==> src/rtl/axi_cfg_slave_pkg.sv <==
// Shared response codes and FSM state types for the AXI4 configuration register slave.
package axi_cfg_slave_pkg;

    localparam logic [1:0] AXI_RESP_OKAY   = 2'b00;
    localparam logic [1:0] AXI_RESP_SLVERR = 2'b10;

    typedef enum logic [1:0] {W_IDLE, W_DATA, W_RESP} wr_state_e;
    typedef enum logic       {R_IDLE, R_DATA}         rd_state_e;

endpackage

==> src/rtl/axi_cfg_slave.sv <==
// AXI4 slave exposing a bank of 32-bit configuration registers; independent write and read
// engines, INCR-style bursts, SLVERR on beats that fall outside the register window.
module axi_cfg_slave
    import axi_cfg_slave_pkg::*;
#(
    parameter int                         AXI_ID_WIDTH    = 6,
    parameter int                         AXIL_ADDR_WIDTH = 40,
    parameter int                         AXIL_WIDTH      = 32,
    parameter int                         AXIL_STRB_WIDTH = 4,
    parameter logic [AXIL_ADDR_WIDTH-1:0] AXIL_BASE_ADDR  = '0,
    parameter int                         N_REG           = 32,
    localparam int                        IW              = $clog2(N_REG)
) (
    input  logic                          clk,
    input  logic                          rstn,
    input  logic [AXI_ID_WIDTH-1:0]       s_axi_awid,
    input  logic [AXIL_ADDR_WIDTH-1:0]    s_axi_awaddr,
    input  logic [7:0]                    s_axi_awlen,
    input  logic [2:0]                    s_axi_awsize,
    input  logic [1:0]                    s_axi_awburst,
    input  logic                          s_axi_awlock,
    input  logic [3:0]                    s_axi_awcache,
    input  logic [2:0]                    s_axi_awprot,
    input  logic                          s_axi_awvalid,
    output logic                          s_axi_awready,
    input  logic [AXIL_WIDTH-1:0]         s_axi_wdata,
    input  logic [AXIL_STRB_WIDTH-1:0]    s_axi_wstrb,
    input  logic                          s_axi_wlast,
    input  logic                          s_axi_wvalid,
    output logic                          s_axi_wready,
    output logic [AXI_ID_WIDTH-1:0]       s_axi_bid,
    output logic [1:0]                    s_axi_bresp,
    output logic                          s_axi_bvalid,
    input  logic                          s_axi_bready,
    input  logic [AXI_ID_WIDTH-1:0]       s_axi_arid,
    input  logic [AXIL_ADDR_WIDTH-1:0]    s_axi_araddr,
    input  logic [7:0]                    s_axi_arlen,
    input  logic [2:0]                    s_axi_arsize,
    input  logic [1:0]                    s_axi_arburst,
    input  logic                          s_axi_arlock,
    input  logic [3:0]                    s_axi_arcache,
    input  logic [2:0]                    s_axi_arprot,
    input  logic                          s_axi_arvalid,
    output logic                          s_axi_arready,
    output logic [AXI_ID_WIDTH-1:0]       s_axi_rid,
    output logic [AXIL_WIDTH-1:0]         s_axi_rdata,
    output logic [1:0]                    s_axi_rresp,
    output logic                          s_axi_rlast,
    output logic                          s_axi_rvalid,
    input  logic                          s_axi_rready,
    output logic [N_REG*AXIL_WIDTH-1:0]   cfg_q,
    output logic                          cfg_wen,
    output logic [IW-1:0]                 cfg_widx
);

    localparam int AW = AXIL_ADDR_WIDTH;

    // Word offset from base; MSB flags an address below the base.
    typedef logic [AW:0] woff_t;

    function automatic woff_t decode(input logic [AW-1:0] addr);
        logic [AW:0] diff;
        woff_t       d;
        diff  = {1'b0, addr} - {1'b0, AXIL_BASE_ADDR};
        d     = woff_t'(diff >> 2);
        d[AW] = diff[AW];
        return d;
    endfunction

    function automatic logic in_range(input woff_t d);
        return !d[AW] && (d[AW-1:0] < AW'(N_REG));
    endfunction

    logic [N_REG-1:0][AXIL_WIDTH-1:0] regs;
    logic                             live;
    wr_state_e                        wr_state, wr_next;
    woff_t                            w_off;
    logic [7:0]                       w_len, w_cnt;
    logic                             w_err, w_beat, w_hit, w_last;
    logic [IW-1:0]                    w_idx;
    logic [AXIL_WIDTH-1:0]            w_merged;
    logic                             unused;

    assign unused = ^{s_axi_awsize, s_axi_awburst, s_axi_awlock, s_axi_awcache, s_axi_awprot,
                      s_axi_wlast, s_axi_arsize, s_axi_arburst, s_axi_arlock, s_axi_arcache,
                      s_axi_arprot};

    assign cfg_q         = regs;
    assign s_axi_awready = live && (wr_state == W_IDLE);
    assign s_axi_wready  = (wr_state == W_DATA);
    assign s_axi_bvalid  = (wr_state == W_RESP);

    assign w_beat = (wr_state == W_DATA) && s_axi_wvalid;
    assign w_hit  = w_beat && in_range(w_off);
    assign w_idx  = w_off[IW-1:0];
    assign w_last = (w_cnt == w_len);

    always_comb begin
        w_merged = regs[w_idx];
        for (int k = 0; k < AXIL_STRB_WIDTH; k++)
            if (s_axi_wstrb[k]) w_merged[8*k +: 8] = s_axi_wdata[8*k +: 8];
    end

    always_comb begin
        wr_next = wr_state;
        case (wr_state)
            W_IDLE:  if (s_axi_awvalid && s_axi_awready) wr_next = W_DATA;
            W_DATA:  if (w_beat && w_last)               wr_next = W_RESP;
            W_RESP:  if (s_axi_bready)                   wr_next = W_IDLE;
            default:                                     wr_next = W_IDLE;
        endcase
    end

    always_ff @(posedge clk or negedge rstn) begin
        if (!rstn) begin
            live        <= 1'b0;
            wr_state    <= W_IDLE;
            regs        <= '0;
            cfg_wen     <= 1'b0;
            cfg_widx    <= '0;
            w_off       <= '0;
            w_len       <= '0;
            w_cnt       <= '0;
            w_err       <= 1'b0;
            s_axi_bid   <= '0;
            s_axi_bresp <= AXI_RESP_OKAY;
        end else begin
            live     <= 1'b1;
            wr_state <= wr_next;
            cfg_wen  <= w_hit;
            if (w_hit) begin
                regs[w_idx] <= w_merged;
                cfg_widx    <= w_idx;
            end
            if (s_axi_awvalid && s_axi_awready) begin
                s_axi_bid <= s_axi_awid;
                w_off     <= decode(s_axi_awaddr);
                w_len     <= s_axi_awlen;
                w_cnt     <= '0;
                w_err     <= 1'b0;
            end
            if (w_beat) begin
                w_off <= w_off + woff_t'(1);
                w_cnt <= w_cnt + 8'd1;
                if (!in_range(w_off)) w_err <= 1'b1;
                if (w_last)
                    s_axi_bresp <= (w_err || !in_range(w_off)) ? AXI_RESP_SLVERR : AXI_RESP_OKAY;
            end
        end
    end

    rd_state_e             rd_state, rd_next;
    woff_t                 r_off, r_load_off;
    logic [7:0]            r_len, r_cnt;
    logic                  ar_hs, r_adv;
    logic [AXIL_WIDTH-1:0] r_src;

    assign s_axi_arready = live && (rd_state == R_IDLE);
    assign s_axi_rvalid  = (rd_state == R_DATA);
    assign s_axi_rlast   = (rd_state == R_DATA) && (r_cnt == r_len);

    assign ar_hs      = s_axi_arvalid && s_axi_arready;
    assign r_adv      = (rd_state == R_DATA) && s_axi_rready && !s_axi_rlast;
    assign r_load_off = ar_hs ? decode(s_axi_araddr) : r_off + woff_t'(1);
    // Forward a write landing on the same edge so the next beat sees the new value.
    assign r_src      = (w_hit && (w_idx == r_load_off[IW-1:0])) ? w_merged : regs[r_load_off[IW-1:0]];

    always_comb begin
        rd_next = rd_state;
        case (rd_state)
            R_IDLE:  if (ar_hs)                       rd_next = R_DATA;
            R_DATA:  if (s_axi_rready && s_axi_rlast) rd_next = R_IDLE;
            default:                                  rd_next = R_IDLE;
        endcase
    end

    always_ff @(posedge clk or negedge rstn) begin
        if (!rstn) begin
            rd_state    <= R_IDLE;
            r_off       <= '0;
            r_len       <= '0;
            r_cnt       <= '0;
            s_axi_rid   <= '0;
            s_axi_rdata <= '0;
            s_axi_rresp <= AXI_RESP_OKAY;
        end else begin
            rd_state <= rd_next;
            if (ar_hs) begin
                s_axi_rid <= s_axi_arid;
                r_len     <= s_axi_arlen;
                r_cnt     <= '0;
            end
            if (r_adv) r_cnt <= r_cnt + 8'd1;
            if (ar_hs || r_adv) begin
                r_off       <= r_load_off;
                s_axi_rdata <= in_range(r_load_off) ? r_src : '0;
                s_axi_rresp <= in_range(r_load_off) ? AXI_RESP_OKAY : AXI_RESP_SLVERR;
            end
        end
    end

endmodule
==> config.mk <==
export PLATFORM = sky130hd
export DESIGN_NAME = axi_cfg_slave
export DESIGN_NICKNAME = d
export VERILOG_FILES = /design/src/rtl/axi_cfg_slave_pkg.sv /design/src/rtl/axi_cfg_slave.sv
export SDC_FILE = /design/constraint.sdc
export NUM_CORES = 2
export LEC_CHECK = 0
export CORE_AREA = 2 2 486 488
export CTS_CLUSTER_SIZE = 16
export DETAILED_ROUTE_END_ITERATION = 8
export DIE_AREA = 0 0 488 490
export SLEW_MARGIN = 20
export SYNTH_ARGS = -nofsm -noshare
export SYNTH_HDL_FRONTEND = slang
export SYNTH_SLANG_ARGS = --single-unit
==> constraint.sdc <==
create_clock -name clk -period 3.4 [get_ports clk]
set_clock_uncertainty 0.15 [all_clocks]
set_input_delay 0.85 -clock clk [delete_from_list [all_inputs] [get_ports clk]]
set_output_delay 0.85 -clock clk [all_outputs]
set_load 0.05 [all_outputs]
# Word level (Yosys, flattened, before mapping)
# Cells that the tools add are included.
# op_classes
add_sub_neg	4
order_cmp	5
n_eq_ne	8
mux	32
bitwise	1
n_reduce_logical	26
# ops
op	n
1024-bit bitwise mux	1
32-bit binary-select mux with 5-bit select	2
32-bit demux with 5-bit select	1
32-bit two-way mux	5
41-bit two-way mux	3
41-bit by 1-bit adder with 41-bit output, second input constant	2
40-bit by 6-bit < comparator with 1-bit output, second input constant	2
8-bit two-way mux	8
8-bit by 1-bit adder with 8-bit output, second input constant	2
8-bit equality test	2
1-bit logical AND	15
5-bit by 6-bit < comparator with 1-bit output, second input constant	2
2-bit two-way mux	5
2-bit by 1-bit inequality test with 1-bit output, second input constant	3
2-bit one-hot mux with 3 select lines	1
5-bit equality test	1
5-bit by 1-bit >= comparator with 1-bit output, second input constant	1
1-bit two-way mux	5
1-bit logical NOT	4
2-bit nonzero test	2
3-bit AND reduction	1
2-bit by 1-bit equality test with 1-bit output, second input constant	1
2-bit equality test, second input constant	1
2-bit logical NOT	1
other kinds (4)	5
# totals
ff_bits	1197
elab_cells	125

# Depth between registers and ports, before layout
# depth
depth_word	8
mapped_depth	14
ltp_nobuf	10

# Worst setup path after synthesis
# No wires, ideal clock.
# synth_path
kind	input to register
startpoint	input port s_axi_arvalid
endpoint	register s_axi_rdata[24]
setup_ps	125
arrival_time_ps	3217
t_required_ps	3125
slack_ps	-92
stages	10
path_buffers	3
cell_sequence	and3b_1 > buf_2 > o21ai_2 > buf_2 > buf_2 > mux4_2 > mux2i_1 > o22ai_1 > a221oi_1 > o21ai_2
# synth_via
elab_chain_len	6
# synth_lines
element	line	rtl
from (decl)	axi_cfg_slave.sv:43	input logic s_axi_arvalid,
1-bit logical AND (*)	axi_cfg_slave.sv:162	assign ar_hs = s_axi_arvalid && s_axi_arready;
parallel branches: the longest is 5 deep, another holds 40-bit by 6-bit < comparator with 1-bit output	n/a	
to (signal assigned)	axi_cfg_slave.sv:196	s_axi_rdata <= in_range(r_load_off) ? r_src : '0;
to (decl)	axi_cfg_slave.sv:46	output logic [AXIL_WIDTH-1:0] s_axi_rdata,
# Mark *: on every way between the ends. The select of a mux whose other input is x is not followed.
# A chain may end at the register's enable or synchronous reset.

# Worst setup path in the final report
# layout_path
startpoint	register r_off[19]
endpoint	register s_axi_rdata[21]
# layout_via
elab_chain_len	5
# layout_lines
element	line	rtl
from (decl)	axi_cfg_slave.sv:153	woff_t r_off, r_load_off;
from (signal assigned)	axi_cfg_slave.sv:195	r_off <= r_load_off;
41-bit by 1-bit adder with 41-bit output (*)	axi_cfg_slave.sv:164	assign r_load_off = ar_hs ? decode(s_axi_araddr) : r_off + woff_t'(1);
41-bit two-way mux (*)	axi_cfg_slave.sv:164	
40-bit by 6-bit < comparator with 1-bit output or 1-bit logical NOT (tied branches)	axi_cfg_slave.sv:71	return !d[AW] && (d[AW-1:0] < AW'(N_REG));
1-bit logical AND (*)	axi_cfg_slave.sv:71	
32-bit two-way mux (*)	axi_cfg_slave.sv:196	
# Mark *: on every way between the ends. The rest lies on a longest branch, timed or not.

==> impl_metrics.toml <==
[layout]
multi_input_area_mm2 = 0.0322
drive_above_1_share_pct = 29.0
ff_latch_area_mm2 = 0.0299
final_nets = 7362
fillers = 22600
area_delta_synth_final_pct = 41.8
fin_util_pct = 38.5

[grt]
gr-total-overflow = 0
grt_pass1_vias = 57000
antenna_found_initial = 31
track_usage_pct = 31.0
grt_pass1_wl_um = 512000
grt_max_degree = 108

[clock_network]
htreeDepth = 4
cts_made_buffers = 147
numClockSinks = 1195
cts_tree = "done"
cts_max_path_buffers = 3
clock_latency_ns = 0.88
path_clk_slew_ns = 0.06
cts-root-buf = "clkbuf_16"

[synthesis]
synth_commonest_cells = "nand2_1 (1203), dfrtp_1 (1195), mux2_2 (686), o21ai_0 (464), clkbuf_1 (430)"
synth_edf_count = 0
seq_area_frac_synth_pct = 47.0
ys_types = 75
synth-async-reset-ratio_pct = 100
netlist_instances = 5736
yosysTopAreaCellShare_pct = 47.0
synth_top_area_cell = "dfrtp_1"
synthTopCellsByArea = "dfrtp_1 (47%), mux4_2 (13%), mux2_2 (12%)"
ys.flop_type = "dfrtp_1"
syn-cell-area_mm2 = 0.0636
yosysMostFrequentCell = "nand2_1"
syn_area_per_cell_um2 = 11.1
synth_seq_cells = 1195
ys_warn_count = 0

[die]
fp-row-count = 178
die_area_mm2 = 0.239
die_y_um = 490
pin_count = 1262
core_mm2 = 0.234
floorplan.initialDensity_pct = 27.2
die_x_um = 488

[place]
hpwl_um = 300000
placement.io_buffers = 1228
place_congestion = 1.01

[sta]
hold_viol_final = 0
slew_viol_final = 0
worst_pin_slew_ns = 1.01
rsz0062_at_grt = "true"
maxSlewHeadroom_pct = 32.4
worst_slack_ns = -0.0911
period_share_pct = 103
whs_ns = 0.323
period_minus_slack_ns = 3.49
finalSetupViolCount = 33
tns_ns = -1.93
fmax_ghz = 0.286

[power]
power_density_mw_per_mm2 = 658
ir_drop_v = 0.000553
leakage_uw = 0.0392
power_uw = 59300

[routing]
route.vias.total = 58400
drt_iter0_markers = 6557
wl_per_cell_um = 36.6
first_pass_iters = 6
vias_per_cell = 5.59
post-route-drc-count = 0
drtAntennaViolNets = 0
routed_wl_um = 383000

[critical_path]
cp-end-kind = "register"
critPathTopFamily = "simple AND/OR/NAND/NOR gates"
cp-start-kind = "register"
crit_type = "register to register"
crit_slowest_cell = "or4_4"
path_buf_inv = 3
cp.required_ns = 4.02
critPathMaxFanout = 8
arrival_ns = 4.11
crit_chain = "nand4_2 > or4_4 > nor4_4 > nand2_2 > mux2_4 > o221a_1 > nor4_2 > buf_4 > nand4_4 > buf_12 > clkbuf_16 > o21ai_2"
slowest_delay_ns = 0.53

[worst_hold_path]
min-delay-path-class = "register to register"

[flow_run]
max-cap-violations = 0

[status]
status = "complete, but fails checks"
violations = "negative setup slack"
## worst register-to-register path: stages (launching register included)
cell and delay [ns]:
dfrtp_1 0.42, nand4_2 0.15, or4_4 0.54, nor4_4 0.37
nand2_2 0.12, mux2_4 0.30, o221a_1 0.24, nor4_2 0.31
buf_4 0.17, nand4_4 0.07, buf_12 0.16, clkbuf_16 0.24
o21ai_2 0.17
## through the flow
| step | setup slack (ns) | instance area [um2] | cells |
|---|---|---|---|
| 2_1_floorplan | 0.00964 | 63600 | 5737 |
| 3_3_place_gp | -0.566 | 84500 | 10200 |
| 3_5_place_dp | -0.573 | 84500 | 10200 |
| 4_1_cts | 0.000611 | 89800 | 10400 |
| 5_1_grt | -0.167 | 90200 | 10400 |
| 6_report | -0.0911 | 90200 | 10500 |
## final timing paths
kind / startpoint / to / slack [ns] / depth (start not counted)
worst max-delay path: r_off[19]$_DFFE_PN0P_ / s_axi_rdata[21]$_DFFE_PN0P_ / -0.09 / 12
worst min-delay path: s_axi_rid[1]$_DFFE_PN0P_ / s_axi_rid[1]$_DFFE_PN0P_ / 0.32 / 2
worst max register to register: r_off[19]$_DFFE_PN0P_ / s_axi_rdata[21]$_DFFE_PN0P_ / -0.09 / 12
worst min register to register: s_axi_rid[1]$_DFFE_PN0P_ / s_axi_rid[1]$_DFFE_PN0P_ / 0.32 / 2
max in group asynchronous: rstn / cfg_q[696]$_DFFE_PN0P_ / 1.60 / 4
min in group asynchronous: rstn / s_axi_rdata[31]$_DFFE_PN0P_ / 0.45 / 2
## logic make-up (layout without fill, tap and decap cells)
kind of cell	Yosys count	after routing	share of synthesized area [%]
DFF	1195	1195	47.0
muxes	1234	1234	28.0
other	2	14	0.0118
and+or+nand+nor	1811	1811	12.3
AOI/OAI and AO/OA	865	865	8.04
buffers and inverters	546	2103	3.44
adders and majority gates	7	7	0.138
xor gates and xnor gates	76	76	1.05
## layer usage
layer | wire (um) | track usage [%]
met1 | 146000 | 38.5
met2 | 157000 | 43.6
met5 | 149 | 0
met4 | 29000 | 18.9
met3 | 50400 | 14.1
## area by class of cell
type,count,share of cell area [%]
Sequential cell,1195,33.2
Antenna cell,11,0.0305
Clock buffer,210,4.75
Multi-Input combinational cell,3996,35.7
Timing Repair Buffer,1823,20.9
Inverter,14,0.0583
Tap cell,3150,4.37
Clock inverter,56,1.02
## placed cells by master, fill, tap and decap left out, drive strengths merged, types with 8 or more instances in the layout
cell type | netlist | final
a32o | 20 | 20
nand2 | 1204 | 1204
mux2i | 176 | 176
clkinv | 0 | 26
mux2 | 688 | 688
a21boi | 20 | 20
and3 | 18 | 18
o311ai | 10 | 10
and2 | 15 | 15
bufinv | 0 | 14
o21ai | 495 | 495
clkdlybuf4s50 | 0 | 1127
o211ai | 16 | 16
nor2b | 11 | 11
clkinvlp | 0 | 8
a31oi | 10 | 10
clkbuf | 430 | 212
a21oi | 119 | 119
xnor2 | 38 | 38
o22ai | 50 | 50
nor2 | 74 | 74
nand2b | 14 | 14
diode | 0 | 11
dfrtp | 1195 | 1195
nor4 | 40 | 40
xor2 | 38 | 38
a221oi | 51 | 51
mux4 | 370 | 370
a221o | 12 | 12
or3 | 8 | 8
inv | 14 | 22
nand4 | 33 | 33
or2 | 8 | 8
nor3 | 40 | 40
nand3 | 320 | 320
a32oi | 28 | 28
buf | 102 | 681
## registers in the layout, summed over array words and instances, names as in the netlist, 2 cells and up
register,count
w_off,41
r_len,8
w_cnt,8
wr_state,2
r_cnt,8
w_len,8
s_axi_rid,6
s_axi_rdata,32
s_axi_bid,6
cfg_widx,5
r_off,41
cfg_q,1024
## power by group
part,switching (uW),internal (uW),total (uW),leakage (uW)
Combinational,16300,10200,26500,0.0202
Sequential,949,14900,15800,0.0165
Clock,7070,9950,17000,0.00252
## repair_timing
action,4_1_cts,5_1_grt
endpoints found under the setup margin,210,195
buffers inserted,0,7
hold endpoints to repair,28,0
hold buffers,1,0
gates resized for setup,22,56
pin swaps,5,23
cloned,0,3
Note: power is estimated with default switching activity, not from simulation.
